**src/rtl/rf_wb_arbiter_pkg.sv**
```systemverilog
// Shared defaults and helpers for the register-file writeback arbiter.
// Defaults follow the codebase-wide param.v macros when they are defined.
`ifndef RF_SIZE_LOG
`define RF_SIZE_LOG 5
`endif
`ifndef REG_LEN
`define REG_LEN 32
`endif
`ifndef WB_NREQ
`define WB_NREQ 3
`endif

package rf_wb_arbiter_pkg;

    localparam int unsigned WB_NREQ_DEF     = `WB_NREQ;
    localparam int unsigned RF_SIZE_LOG_DEF = `RF_SIZE_LOG;
    localparam int unsigned REG_LEN_DEF     = `REG_LEN;

    // Pointer width; kept at least 1 so the single-requester build still has a register.
    function automatic int unsigned ptr_width(input int unsigned n);
        return (n > 1) ? $clog2(n) : 1;
    endfunction

    function automatic int unsigned rr_next(input int unsigned idx, input int unsigned n);
        return (idx + 1 >= n) ? 0 : idx + 1;
    endfunction

endpackage

```
**src/rtl/rf_wb_arbiter_rr_pick.sv**
```systemverilog
// Combinational round-robin priority picker: first set request at or after ptr,
// wrapping modulo NREQ; returns a one-hot grant and its binary index.
module rr_pick
    import rf_wb_arbiter_pkg::*;
#(
    parameter int unsigned NREQ  = WB_NREQ_DEF,
    parameter int unsigned PTR_W = ptr_width(WB_NREQ_DEF)
) (
    input  logic [NREQ-1:0]  req_i,
    input  logic [PTR_W-1:0] ptr_i,
    output logic [NREQ-1:0]  gnt_o,
    output logic [PTR_W-1:0] idx_o
);

    logic [PTR_W-1:0] j;
    logic             found;

    always_comb begin
        gnt_o = '0;
        idx_o = '0;
        found = 1'b0;
        j     = '0;
        for (int unsigned k = 0; k < NREQ; k++) begin
            j = PTR_W'((32'(ptr_i) + k) % NREQ);
            if (!found && req_i[j]) begin
                found    = 1'b1;
                gnt_o[j] = 1'b1;
                idx_o    = j;
            end
        end
    end

endmodule

```
**src/rtl/rf_wb_arbiter.sv**
```systemverilog
// Writeback arbiter for the single register-file write port: round-robin grant,
// one-entry registered writeback stage, and forwarding onto both read ports.
module rf_wb_arbiter
    import rf_wb_arbiter_pkg::*;
#(
    parameter int unsigned NREQ        = WB_NREQ_DEF,
    parameter int unsigned RF_SIZE_LOG = RF_SIZE_LOG_DEF,
    parameter int unsigned REG_LEN     = REG_LEN_DEF
) (
    input  logic                        clk,
    input  logic                        rst,
    input  logic [NREQ-1:0]             req_valid,
    output logic [NREQ-1:0]             req_ready,
    input  logic [NREQ*RF_SIZE_LOG-1:0] req_rd,
    input  logic [NREQ*REG_LEN-1:0]     req_data,
    input  logic                        hold,
    output logic                        rf_wen,
    output logic [RF_SIZE_LOG-1:0]      rf_rd,
    output logic [REG_LEN-1:0]          rf_rd_data,
    input  logic [RF_SIZE_LOG-1:0]      rs1,
    input  logic [RF_SIZE_LOG-1:0]      rs2,
    input  logic [REG_LEN-1:0]          rs1_rf_data,
    input  logic [REG_LEN-1:0]          rs2_rf_data,
    output logic [REG_LEN-1:0]          rs1_data,
    output logic [REG_LEN-1:0]          rs2_data
);

    localparam int unsigned PTR_W = ptr_width(NREQ);

    logic [PTR_W-1:0]       ptr_q, ptr_d, pick_idx;
    logic [NREQ-1:0]        pick_gnt;
    logic                   grant_any;
    logic                   wb_valid_q;
    logic [RF_SIZE_LOG-1:0] wb_rd_q, sel_rd;
    logic [REG_LEN-1:0]     wb_data_q, sel_data;

    rr_pick #(
        .NREQ (NREQ),
        .PTR_W(PTR_W)
    ) u_pick (
        .req_i(req_valid),
        .ptr_i(ptr_q),
        .gnt_o(pick_gnt),
        .idx_o(pick_idx)
    );

    // The stage drains every cycle, so only hold can block a grant.
    assign req_ready = hold ? '0 : pick_gnt;
    assign grant_any = |req_ready;

    always_comb begin
        sel_rd   = '0;
        sel_data = '0;
        for (int unsigned i = 0; i < NREQ; i++) begin
            if (pick_gnt[i]) begin
                sel_rd   = req_rd[i*RF_SIZE_LOG +: RF_SIZE_LOG];
                sel_data = req_data[i*REG_LEN +: REG_LEN];
            end
        end
    end

    assign ptr_d = grant_any ? PTR_W'(rr_next(32'(pick_idx), NREQ)) : ptr_q;

    // Reset flushes the stage; a write granted in the reset cycle is dropped.
    always_ff @(posedge clk) begin
        if (rst) begin
            ptr_q      <= '0;
            wb_valid_q <= 1'b0;
            wb_rd_q    <= '0;
            wb_data_q  <= '0;
        end else begin
            ptr_q      <= ptr_d;
            wb_valid_q <= grant_any;
            if (grant_any) begin
                wb_rd_q   <= sel_rd;
                wb_data_q <= sel_data;
            end
        end
    end

    assign rf_wen     = wb_valid_q && (wb_rd_q != '0);
    assign rf_rd      = wb_rd_q;
    assign rf_rd_data = wb_data_q;

    always_comb begin
        if (rs1 == '0)
            rs1_data = '0;
        else if (wb_valid_q && wb_rd_q == rs1)
            rs1_data = wb_data_q;
        else
            rs1_data = rs1_rf_data;
    end

    always_comb begin
        if (rs2 == '0)
            rs2_data = '0;
        else if (wb_valid_q && wb_rd_q == rs2)
            rs2_data = wb_data_q;
        else
            rs2_data = rs2_rf_data;
    end

endmodule

```
**config.mk**
```make
export PLATFORM = sky130hd
export DESIGN_NAME = rf_wb_arbiter
export DESIGN_NICKNAME = d
export VERILOG_FILES = /design/src/rtl/rf_wb_arbiter_pkg.sv /design/src/rtl/rf_wb_arbiter_rr_pick.sv /design/src/rtl/rf_wb_arbiter.sv
export SDC_FILE = /design/constraint.sdc
export NUM_CORES = 1
export LEC_CHECK = 0
export BUFFER_PORTS_ARGS = -buffer_cell sky130_fd_sc_hd__buf_2
export CAP_MARGIN = 10
export CORE_AREA = 2 2 115 117
export CTS_CLUSTER_DIAMETER = 40
export DETAILED_ROUTE_END_ITERATION = 8
export DIE_AREA = 0 0 117 119
export GPL_TIMING_DRIVEN = 0
export PLACE_DENSITY = 0.74
export SLEW_MARGIN = 10
export SYNTH_ARGS = -nofsm -noshare
export SYNTH_HDL_FRONTEND = slang
export SYNTH_HIERARCHICAL = 1
export SYNTH_SLANG_ARGS = --single-unit
```
**constraint.sdc**
```tcl
create_clock -name clk -period 2.4 [get_ports clk]
set_input_delay 0.12 -clock clk [delete_from_list [all_inputs] [get_ports clk]]
set_output_delay 0.12 -clock clk [all_outputs]
set_load 0.05 [all_outputs]
```
======== After elaboration in Yosys (flattened, before gate mapping) ========
Cells that the tools add are included.
word-level totals
  bits in registers ....................... 40
  bits of input ports ..................... 191
  logic and storage cells ................. 67
  output and inout bits ................... 105
cells by class
  $lt $le $gt $ge ......................... 7
  add/subtract/negate cells ............... 3
  reduce and logical (&&, ||, !) cells .... 14
  equality and inequality tests ........... 2
  div/mod/pow operators ................... 3
  bitwise gates (word level) .............. 2
  mux-type cells .......................... 32
operators with widths
  operator               count
  $mux 32                7
  $mod 32x2->32 const B  2
  $mod 2x2->32 const B   1
  $mux 5                 3
  $mux 3                 4
  $eq 5x5->1             2
  $logic_not 5->1        2
  $lt 2x3->1 const B     3
  $logic_and 1x1->1      8
  $mux 1                 8
  $mux 2                 4
  $add 2x1->3 const B    2
  $bmux 1 s2             3
  $demux 1 s2            3
  $ge 2x1->1 const B     3
  $or 3x3->3             2
  $reduce_bool 5->1      1
  $add 2x2->3 const B    1
  $ge 3x2->1 const B     1
  $reduce_or 3->1        1
  $logic_not 1->1        2

======== Depth between registers and ports, before layout ========
Gate-level depths: netlist (run 1).
  depth after elaboration ................. 13
  depth in mapped cells ................... 14
  gate-level depth less buffers ........... 10

======== Modules after synthesis ========
The synthesis (run 1) kept the hierarchy.
modules (own cells, without submodules)
  module         times used  cells each  seq. area each (µm²)  area an instance (µm²)
  rf_wb_arbiter  1           474         800.8                 3241.9
  rr_pick        1           38          0.0                   266.5

======== Least setup slack after synthesis (run 1) ========
Ideal clock, no wire load.
  path kind ............................... reg-to-output
  start ................................... register ptr_q[1]
  end ..................................... output port req_ready[1]
  setup slack ............................. -355 ps
  path buffers ............................ 3
  arrival time ............................ 2635 ps
  cell stages (with the launch flop) ...... 11
  data required time ...................... 2280 ps
  cell sequence ........................... dfxtp_1 > inv_1 > ha_1 > buf_6 > mux2i_1 > a32o_1 > a2bb2oi_2 > nor2_1 > clkbuf_1 > buf_2 > nor2b_1
on the way
  word-level cells in the longest chain between the ends .. 11
  elaborated cells on any way between the ends .. 38
  classes of those cells .................. 2 x add/sub; 3 x div; 6 x order compare; 18 x mux; 2 x bitwise; 7 x reduce/logical
RTL lines
  element                                                           line                         RTL
  from (decl)                                                       rf_wb_arbiter.sv:30          logic [PTR_W-1:0] ptr_q, ptr_d, pick_idx;
  from (signal assigned)                                            rf_wb_arbiter.sv:72          ptr_q <= ptr_d;
  $add 2x1->3 / $mod 2x2->32 (equally long branches)                rf_wb_arbiter_rr_pick.sv:24  j = PTR_W'((32'(ptr_i) + k) % NREQ);
  $mod 32x2->32 (tied with other cells)                             rf_wb_arbiter_rr_pick.sv:24
  $lt 2x3->1 (not written as such) (tied with other cells)          rf_wb_arbiter_rr_pick.sv:27  gnt_o[j] = 1'b1;
  $logic_and 1x1->1 (not written as such) (tied with other cells)   rf_wb_arbiter_rr_pick.sv:27
  $mux 1 (not written as such) (tied with other cells)              rf_wb_arbiter_rr_pick.sv:27
  $demux 1 s2 (tied with other cells)                               n/a
  $or 3x3->3 (no line) / $mux 1 (equally long branches)             n/a
  $mux 3 / $logic_not 1->1 (equally long branches)                  rf_wb_arbiter_rr_pick.sv:25  if (!found && req_i[j]) begin
  $or 3x3->3 (no line) / $logic_and 1x1->1 (equally long branches)  n/a
  $mux 3 (*)                                                        rf_wb_arbiter_rr_pick.sv:25
  named net pick_gnt[1]                                             rf_wb_arbiter.sv:31          logic [NREQ-1:0] pick_gnt;
  $mux 3 (*)                                                        rf_wb_arbiter.sv:48          assign req_ready = hold ? '0 : pick_gnt;
  to (decl)                                                         rf_wb_arbiter.sv:13          output logic [NREQ-1:0] req_ready,
The timed path passes the listed nets; every way through them passes the cells marked *. The select of a mux whose other input is x is not followed.

======== Worst setup path after layout (run 1) ========
  start ................................... register ptr_q[1]
  end ..................................... register wb_data_q[9] (netlist: rf_rd_data[9])
on the way
  elaborated cells on any way between the ends .. 42
  classes of those cells .................. 2 x add/sub; 3 x div; 6 x order compare; 21 x mux; 2 x bitwise; 8 x reduce/logical
RTL lines
  element                                                           line                                      RTL
  $add 2x1->3 / $mod 2x2->32 (equally long branches)                rf_wb_arbiter_rr_pick.sv:24
  $mod 32x2->32 (tied with other cells)                             rf_wb_arbiter_rr_pick.sv:24
  $lt 2x3->1 (not written as such) (tied with other cells)          rf_wb_arbiter_rr_pick.sv:27
  $logic_and 1x1->1 (not written as such) (tied with other cells)   rf_wb_arbiter_rr_pick.sv:27
  $mux 1 (not written as such) (tied with other cells)              rf_wb_arbiter_rr_pick.sv:27
  $demux 1 s2 (tied with other cells)                               n/a
  $or 3x3->3 (no line) / $mux 1 (equally long branches)             n/a
  $mux 3 / $logic_not 1->1 (equally long branches)                  rf_wb_arbiter_rr_pick.sv:25
  $or 3x3->3 (no line) / $logic_and 1x1->1 (equally long branches)  n/a
  $mux 3 (*)                                                        rf_wb_arbiter_rr_pick.sv:25
  named net pick_gnt[1]                                             rf_wb_arbiter.sv:31
  $mux 3 / $mux 32 (equally long branches)                          rf_wb_arbiter.sv:48, rf_wb_arbiter.sv:55
  $reduce_or 3->1 / $mux 32 (equally long branches)                 rf_wb_arbiter.sv:49, rf_wb_arbiter.sv:55
  to (signal assigned)                                              rf_wb_arbiter.sv:76                       wb_data_q <= sel_data;
  to (decl)                                                         rf_wb_arbiter.sv:35                       logic [REG_LEN-1:0] wb_data_q, sel_data;
Marked as above.
A chain may end at the register's enable or synchronous reset.

==> impl_metrics.tcl, run 1 <==
set metrics [dict create \
    stdcell_area_sq_um 6100 \
    tightest_slew_ns 0.599 \
    relSlewSlack 0.600 \
    endpoint_kind "register" \
    fmax_ghz 0.407 \
    fin_skew_ns 0.00603 \
    dpl.hpwl_um 13900 \
    yosysSeqAreaShare 0.228 \
    cts_buffers 5 \
    final-seq-area_sq_um 808 \
    syn-num-nets 707 \
    grt_overflow 0 \
    clockBufferDepth 2 \
    hold_viol_final 0 \
    postPlaceCellArea_sq_um 5220 \
    grt_pass1_wl_um 26600 \
    die_h_um 119 \
    slew_violations 0 \
    n_fill_cell 1317 \
    drive_above_1_share 0.518 \
    synth_flop_cell "dfxtp_1" \
    antenna_found_initial 0 \
    grt_pass1_vias 4793 \
    cts_tree "done" \
    p_per_area_nw_per_um2 1500 \
    async_flop_share 0 \
    core_sq_um 12900 \
    required_ns 2.57 \
    min_path_type "input pin to register" \
    area_growth_pct 74.0 \
    worstSkewPairLatency_ns 0.28 \
    synth_area_per_cell_sq_um 6.85 \
    period_share 1.02 \
    rows 42 \
    vias 5392 \
    fin_nets 1030 \
    hold_ws_ns 0.153 \
    startpoint_type "register" \
    drt_iter0_markers 428 \
    path_max_fanout 10 \
    grtUsageTotal 0.247 \
    die_w_um 117 \
    drv_cap 0 \
    violations "negative setup slack" \
    status "finished with violations" \
    synth-edff-count 0 \
    gp_congestion 0.864 \
    antennaDiodeCount 0 \
    syn-cell-area_sq_um 3510 \
    critPathKind "register to register" \
    root_buffer "clkbuf_16" \
    worst_slack_ns -0.0575 \
    pre_cts_ws_ns -0.693 \
    io_pins 296 \
    leakage_nw 2.96 \
    rsz0062_at_grt "yes" \
    drt_drc_violations_left 0 \
    tns_ns -0.355 \
    finalCriticalPeriod_ns 2.46 \
    path_clk_slew_ns 0.06 \
    synthCells 512 \
    h-tree-depth 2 \
    synth.distinct_cells 38 \
    dr.pass1.iters 5 \
    vias_per_cell 5.33 \
    ant_nets 0 \
    utilization 0.474 \
    cts.sinks 40 \
    dieArea_sq_um 13900 \
    grt_start_max_net_pins 13 \
    io_buffers 295 \
    ys_ff_latch 40 \
    routed_wl_um 18700 \
    start_util 0.272 \
    arrival_ns 2.63 \
    multi_input_area_sq_um 2740 \
    yosysWarnings 6 \
    finalSetupViolCount 20 \
    drt-wirelength-per-cell_um 18.5 \
    irDropWorstVdd_mv 0.906 \
]
flip-flops by register name (all words and copies together) (netlist names):
| name | cells |
|---|---|
| wb_valid_q | 1 |
| ptr_q | 2 |
| rf_rd_data | 32 |
| rf_rd | 5 |
cells in the mapped netlist (2+ instances only):
master | count | area [sq um]
a22oi_1 | 36 | 270
a22o_1 | 37 | 324
clkbuf_1 | 29 | 109
nand4_1 | 64 | 400
mux2i_1 | 2 | 20.0
buf_4 | 5 | 37.5
nor3_1 | 5 | 25.0
o21a_1 | 2 | 15.0
o22ai_1 | 2 | 12.5
o21ai_0 | 38 | 190
a21oi_1 | 7 | 35.0
o21ai_1 | 64 | 320
buf_2 | 18 | 90.1
ha_1 | 4 | 50.1
a32o_1 | 2 | 20.0
buf_6 | 4 | 45.0
nor2b_1 | 5 | 31.3
and2_1 | 2 | 12.5
nor4_4 | 2 | 42.5
and3b_1 | 2 | 17.5
xnor2_1 | 2 | 17.5
dfxtp_1 | 40 | 801
nor2_1 | 6 | 22.5
inv_1 | 6 | 22.5
xor2_1 | 8 | 70.1
or2_1 | 2 | 12.5
nand2_1 | 107 | 402
where the power goes:
group / internal, mW / leakage [nW] / total, mW / switching, mW
sequential: 0.984 / 0.328 / 1.42 / 0.431
clock: 0.414 / 0.0701 / 0.683 / 0.269
combinational: 2.76 / 2.56 / 7.04 / 4.27
per-stage QoR:
| stage | instances | power, mW |
|---|---|---|
| 2_1_floorplan | 512 | 4.94 |
| 3_3_place_gp | 983 | 6.44 |
| 3_5_place_dp | 983 | 6.49 |
| 4_1_cts | 1006 | 7.98 |
| 5_1_grt | 1012 | 9.63 |
| 6_report | 1012 | 9.13 |
final cells by class:
type / count / share of cell area
Clock inverter: 1 / 0.00123
Multi-Input combinational cell: 409 / 0.448
Tap cell: 176 / 0.0361
Clock buffer: 7 / 0.0234
Buffer: 54 / 0.0646
Sequential cell: 40 / 0.132
Inverter: 6 / 0.00410
Timing Repair Buffer: 319 / 0.290
per-layer routing:
layer | vias up | track usage | part of all wire
met4 | 0 | 0.0779 | 0.029
li1 | 2564 | - | -
met5 | - | 0 | 0
met3 | 37 | 0.0417 | 0.079
met2 | 314 | 0.402 | 0.48
met1 | 2477 | 0.331 | 0.42
worst max-delay path, cell delays in order, from the launching register on:
cell and delay [ns]:
dfxtp_4 0.36, buf_6 0.13, ha_4 0.26, a22oi_1 0.40, a2bb2oi_4 0.22, nor2_4 0.10, buf_4 0.14, clkbuf_4 0.23
a22oi_2 0.20, o21ai_1 0.10, a22o_1 0.20
cells by family after synthesis:
kind of cell | share of synthesized area
AOI/OAI and AO/OA | 0.354
xor gates and xnor gates | 0.0250
adders and majority gates | 0.0143
buffers and inverters | 0.0877
DFF | 0.228
muxes | 0.00571
and+or+nand+nor | 0.285
worst paths after layout:
check,slack [ns],endpoint,cells past startpoint,from
setup / recovery,-0.06,rf_rd_data[9],10,ptr_q[1]
hold / removal,0.15,rf_rd_data[14],4,req_data[78]
setup reg to reg,-0.06,rf_rd_data[9],10,ptr_q[1]
hold reg to reg,0.52,ptr_q[0],1,ptr_q[0]
layout by cell type, fill, tap and decap left out, drive strengths merged, types with 4 or more instances in the layout:
cell and n:
nand4 64, nor2 6, nor2b 5, and2 4, o21ai 102, a22o 37, clkbuf 35, dfxtp 40
a21oi 7, nor3 5, buf 345, inv 6, nand2 107, ha 4, xor2 8, a22oi 36
timing repair:
item                       4_1_cts  5_1_grt
setup endpoints to repair       51       95
gates resized for setup         71      109
pin swaps                        8       34
hold buffers                     0        0
setup buffers                   15        6
cloned                           0        3
Power figures use the tool's default switching activity.
==> run 2, diff against run 1 <==
--- a/config.mk
+++ b/config.mk
@@ -7,14 +7,14 @@
 export LEC_CHECK = 0
 export BUFFER_PORTS_ARGS = -buffer_cell sky130_fd_sc_hd__buf_2
 export CAP_MARGIN = 10
-export CORE_AREA = 2 2 115 117
+export CORE_AREA = 2 2 116 118
 export CTS_CLUSTER_DIAMETER = 40
 export DETAILED_ROUTE_END_ITERATION = 8
-export DIE_AREA = 0 0 117 119
+export DIE_AREA = 0 0 118 120
 export GPL_TIMING_DRIVEN = 0
 export PLACE_DENSITY = 0.74
+export RECOVER_POWER = 50
 export SLEW_MARGIN = 10
 export SYNTH_ARGS = -nofsm -noshare
 export SYNTH_HDL_FRONTEND = slang
-export SYNTH_HIERARCHICAL = 1
 export SYNTH_SLANG_ARGS = --single-unit
==> run 2 against run 1 <==
- the flow still finishes with violations (negative setup slack)
- die area up 1.7%
- largest cell class unchanged
- clock power up 2%
- sequential share of layout area down 0.96 points
- maximum frequency is 7.0% lower
- highest routed layer unchanged
- critical path type unchanged
- synthesized area up 6.1%
- flip-flop and latch count unchanged
- non-clock buffer count up 6
- global-route usage shrank 1.4 points
- largest power group unchanged
- combinational power fell by 8.5%
- utilization up 3.5 points
- clock skew decreased by 0.0015 ns
- critical endpoint unchanged
- register-to-register slack got worse by 0.19 ns
==> impl_metrics.tcl, run 2 <==
set metrics [dict create \
    status "finished with violations" \
    violations "negative setup slack" \
    h-tree-depth 2 \
    reg2reg_to "rf_rd_data[9]" \
    rr_worst_depth 11 \
    rows 42 \
    fin_nets 982 \
    endpoint_kind "register" \
    path_max_fanout 7 \
    largest_reg_flops 32 \
    switching_power_mw 4.55 \
    leakage_nw 2.91 \
    vias 5144 \
    rsz0062_at_grt "yes" \
    synth.distinct_cells 43 \
    drive_above_1_share 0.580 \
    grtUsageTotal 0.233 \
    die_h_um 120 \
    cts.sinks 40 \
    switching_share 0.529 \
    startpoint_type "register" \
    cts_buffers 5 \
    synth_common_cells "nor2_1, mux2i_1, nand2b_1" \
    drt-wirelength-per-cell_um 18.5 \
    r2r-start "ptr_q[0]" \
    netlist.area_leader.share 0.215 \
    whs_path_depth 3 \
    fin_cells 964 \
    start_util 0.287 \
    dieArea_sq_um 14200 \
    yosysMostFrequentCell "nor2_1" \
    grt_overflow 0 \
    critPathKind "register to register" \
    worstHoldEndpoint "rf_rd_data[19]" \
    worstSkewPairLatency_ns 0.29 \
    finalCriticalPeriod_ns 2.64 \
    synth-edff-count 0 \
    fmax_ghz 0.378 \
    antenna_found_initial 0 \
    finalSetupViolCount 41 \
    dr.pass1.iters 5 \
    yosysSeqAreaShare 0.215 \
    yosysWarnings 0 \
    min_path_type "input pin to register" \
    grt_pass1_wl_um 26400 \
    cts_tree "done" \
    core_sq_um 13000 \
    p_clk_frac 0.081 \
    clockBufferDepth 2 \
    yosys.area.top_type "dfxtp_1" \
    path_clk_slew_ns 0.06 \
    p_comb_frac 0.748 \
    irDropWorstVdd_mv 0.800 \
    drt_iter0_markers 313 \
    ys_ff_latch 40 \
    rrSetupSlack_ns -0.24 \
    ant_nets 0 \
    yosys-top-cells-area "dfxtp_1, mux2i_1, a311o_1" \
    slew_violations 0 \
    tightest_slew_ns 0.729 \
    drt_drc_violations_left 0 \
    required_ns 2.58 \
    root_buffer "clkbuf_16" \
    die_w_um 118 \
    gp_congestion 0.888 \
    vias_per_cell 5.34 \
    final-seq-area_sq_um 811 \
    relSlewSlack 0.514 \
    hold_buffers 0 \
    grt_pass1_vias 5017 \
    p_per_area_nw_per_um2 1300 \
    synth_area_per_cell_sq_um 8.31 \
    syn-cell-area_sq_um 3720 \
    arrival_ns 2.83 \
    worst_slack_ns -0.244 \
    final_common_cell "buf_2" \
    final_cell_mix "buf_2, mux2i_1, nor2_2, clkbuf_1, nand2b_1" \
    grt_start_max_net_pins 12 \
    io_buffers 295 \
    area_growth_pct 77.4 \
    syn-num-nets 643 \
    hold_viol_final 0 \
    dpl.hpwl_um 12600 \
    routed_wl_um 17900 \
    synth_flop_cell "dfxtp_1" \
    dpl.cell_count 919 \
    hold_path.startpoint "req_data[83]" \
    antennaDiodeCount 0 \
    io_pins 296 \
    period_share 1.10 \
    synthCells 448 \
    fin_skew_ns 0.00454 \
    pre_cts_ws_ns -0.577 \
    drv_cap 0 \
    async_flop_share 0 \
    p_seq_frac 0.171 \
    multi_input_area_sq_um 3110 \
    p_int_mw 4.06 \
    n_fill_cell 1276 \
]
[run 2: cell types whose count changed in the layout (fill, tap and decap cells not counted), sizes merged, moves of 31 or more]
cell / delta
a22oi: -36
nand4: -64
nor2: +67
and3: +39
clkbuf: +38
buf: -31
o21ai: -99
a311o: +38
nand2: -99
a32o: +35
nand2b: +41
a22o: -37
mux2i: +68
[run 2: cell type report]
cell class / instances / area share
Sequential cell: 40 / 0.123
Inverter: 5 / 0.00360
Clock buffer: 8 / 0.0222
Buffer: 45 / 0.0652
Tap cell: 176 / 0.0334
Timing Repair Buffer: 334 / 0.283
Multi-Input combinational cell: 356 / 0.470
[run 2: timing repair]
item / 4_1_cts / 5_1_grt
pin swaps: 36 / 36
endpoints found under the setup margin: 102 / 103
hold endpoints to repair: 0 / 0
resized for setup: 99 / 54
setup buffers: 29 / 4
gates cloned: 5 / 2
[run 2: power groups by stage]
stage	sequential (mW)	clock (mW)	combinational, mW
after CTS	1.45	0.721	6.09
after global placement	1.43	0	5.09
final	1.47	0.694	6.44
after detailed placement	1.44	0	5.10
after floorplan	2.38	0	2.75
after global routing	1.52	0.748	6.79
[run 2: worst max path at each step]
| stage | start | to | slack (ns) |
|---|---|---|---|
| after floorplan | ptr_q[1] | rf_rd[2] | -0.1 |
| after global placement | ptr_q[1] | rf_rd_data[6] | -0.57 |
| after detailed placement | ptr_q[1] | rf_rd_data[6] | -0.58 |
| after CTS | ptr_q[1] | rf_rd_data[11] | -0.17 |
| after global routing | ptr_q[1] | rf_rd_data[9] | -0.31 |
| final | ptr_q[0] | rf_rd_data[9] | -0.24 |
[run 2: critical path: stages, from the launching register on]
cell and delay [ns]:
dfxtp_4 0.37, inv_4 0.07, ha_4 0.12, clkbuf_8 0.15
mux2i_4 0.26, o21ai_2 0.10, a31o_1 0.20, a221o_1 0.37
buf_8 0.19, clkbuf_16 0.16, a311o_1 0.30, a32o_1 0.25
[run 2: per-stage QoR]
stage	util	area (sq um)	hold WS [ns]	power [mW]	setup TNS (ns)
6_report	0.509	6600	0.157	8.61	-7.21
5_1_grt	0.509	6600	0.165	9.06	-10.90
4_1_cts	0.493	6400	0.150	8.26	-5.33
3_5_place_dp	0.432	5600	0.452	6.54	-19.65
3_3_place_gp	0.432	5600	0.449	6.53	-19.14
2_1_floorplan	-	3910	0.320	5.14	-2.76
[run 2: per-layer routing]
layer | global-route usage | vias to the layer above | part of all wire
met5 | 0 | - | 0
met4 | 0.0768 | 0 | 0.025
met3 | 0.0594 | 44 | 0.076
met2 | 0.396 | 277 | 0.48
met1 | 0.288 | 2434 | 0.42
li1 | - | 2389 | -
[run 2: cell families after synthesis]
logic type               Yosys count  share of synthesized area
AND/OR/NAND/NOR                  178                      0.246
AO/OA/AOI/OAI                     94                      0.241
multiplexers                      70                      0.192
buffers and inverters             52                     0.0689
flip-flops                        40                      0.215
XOR/XNOR                          10                     0.0235
adder cells (fa/ha/maj)            4                     0.0135
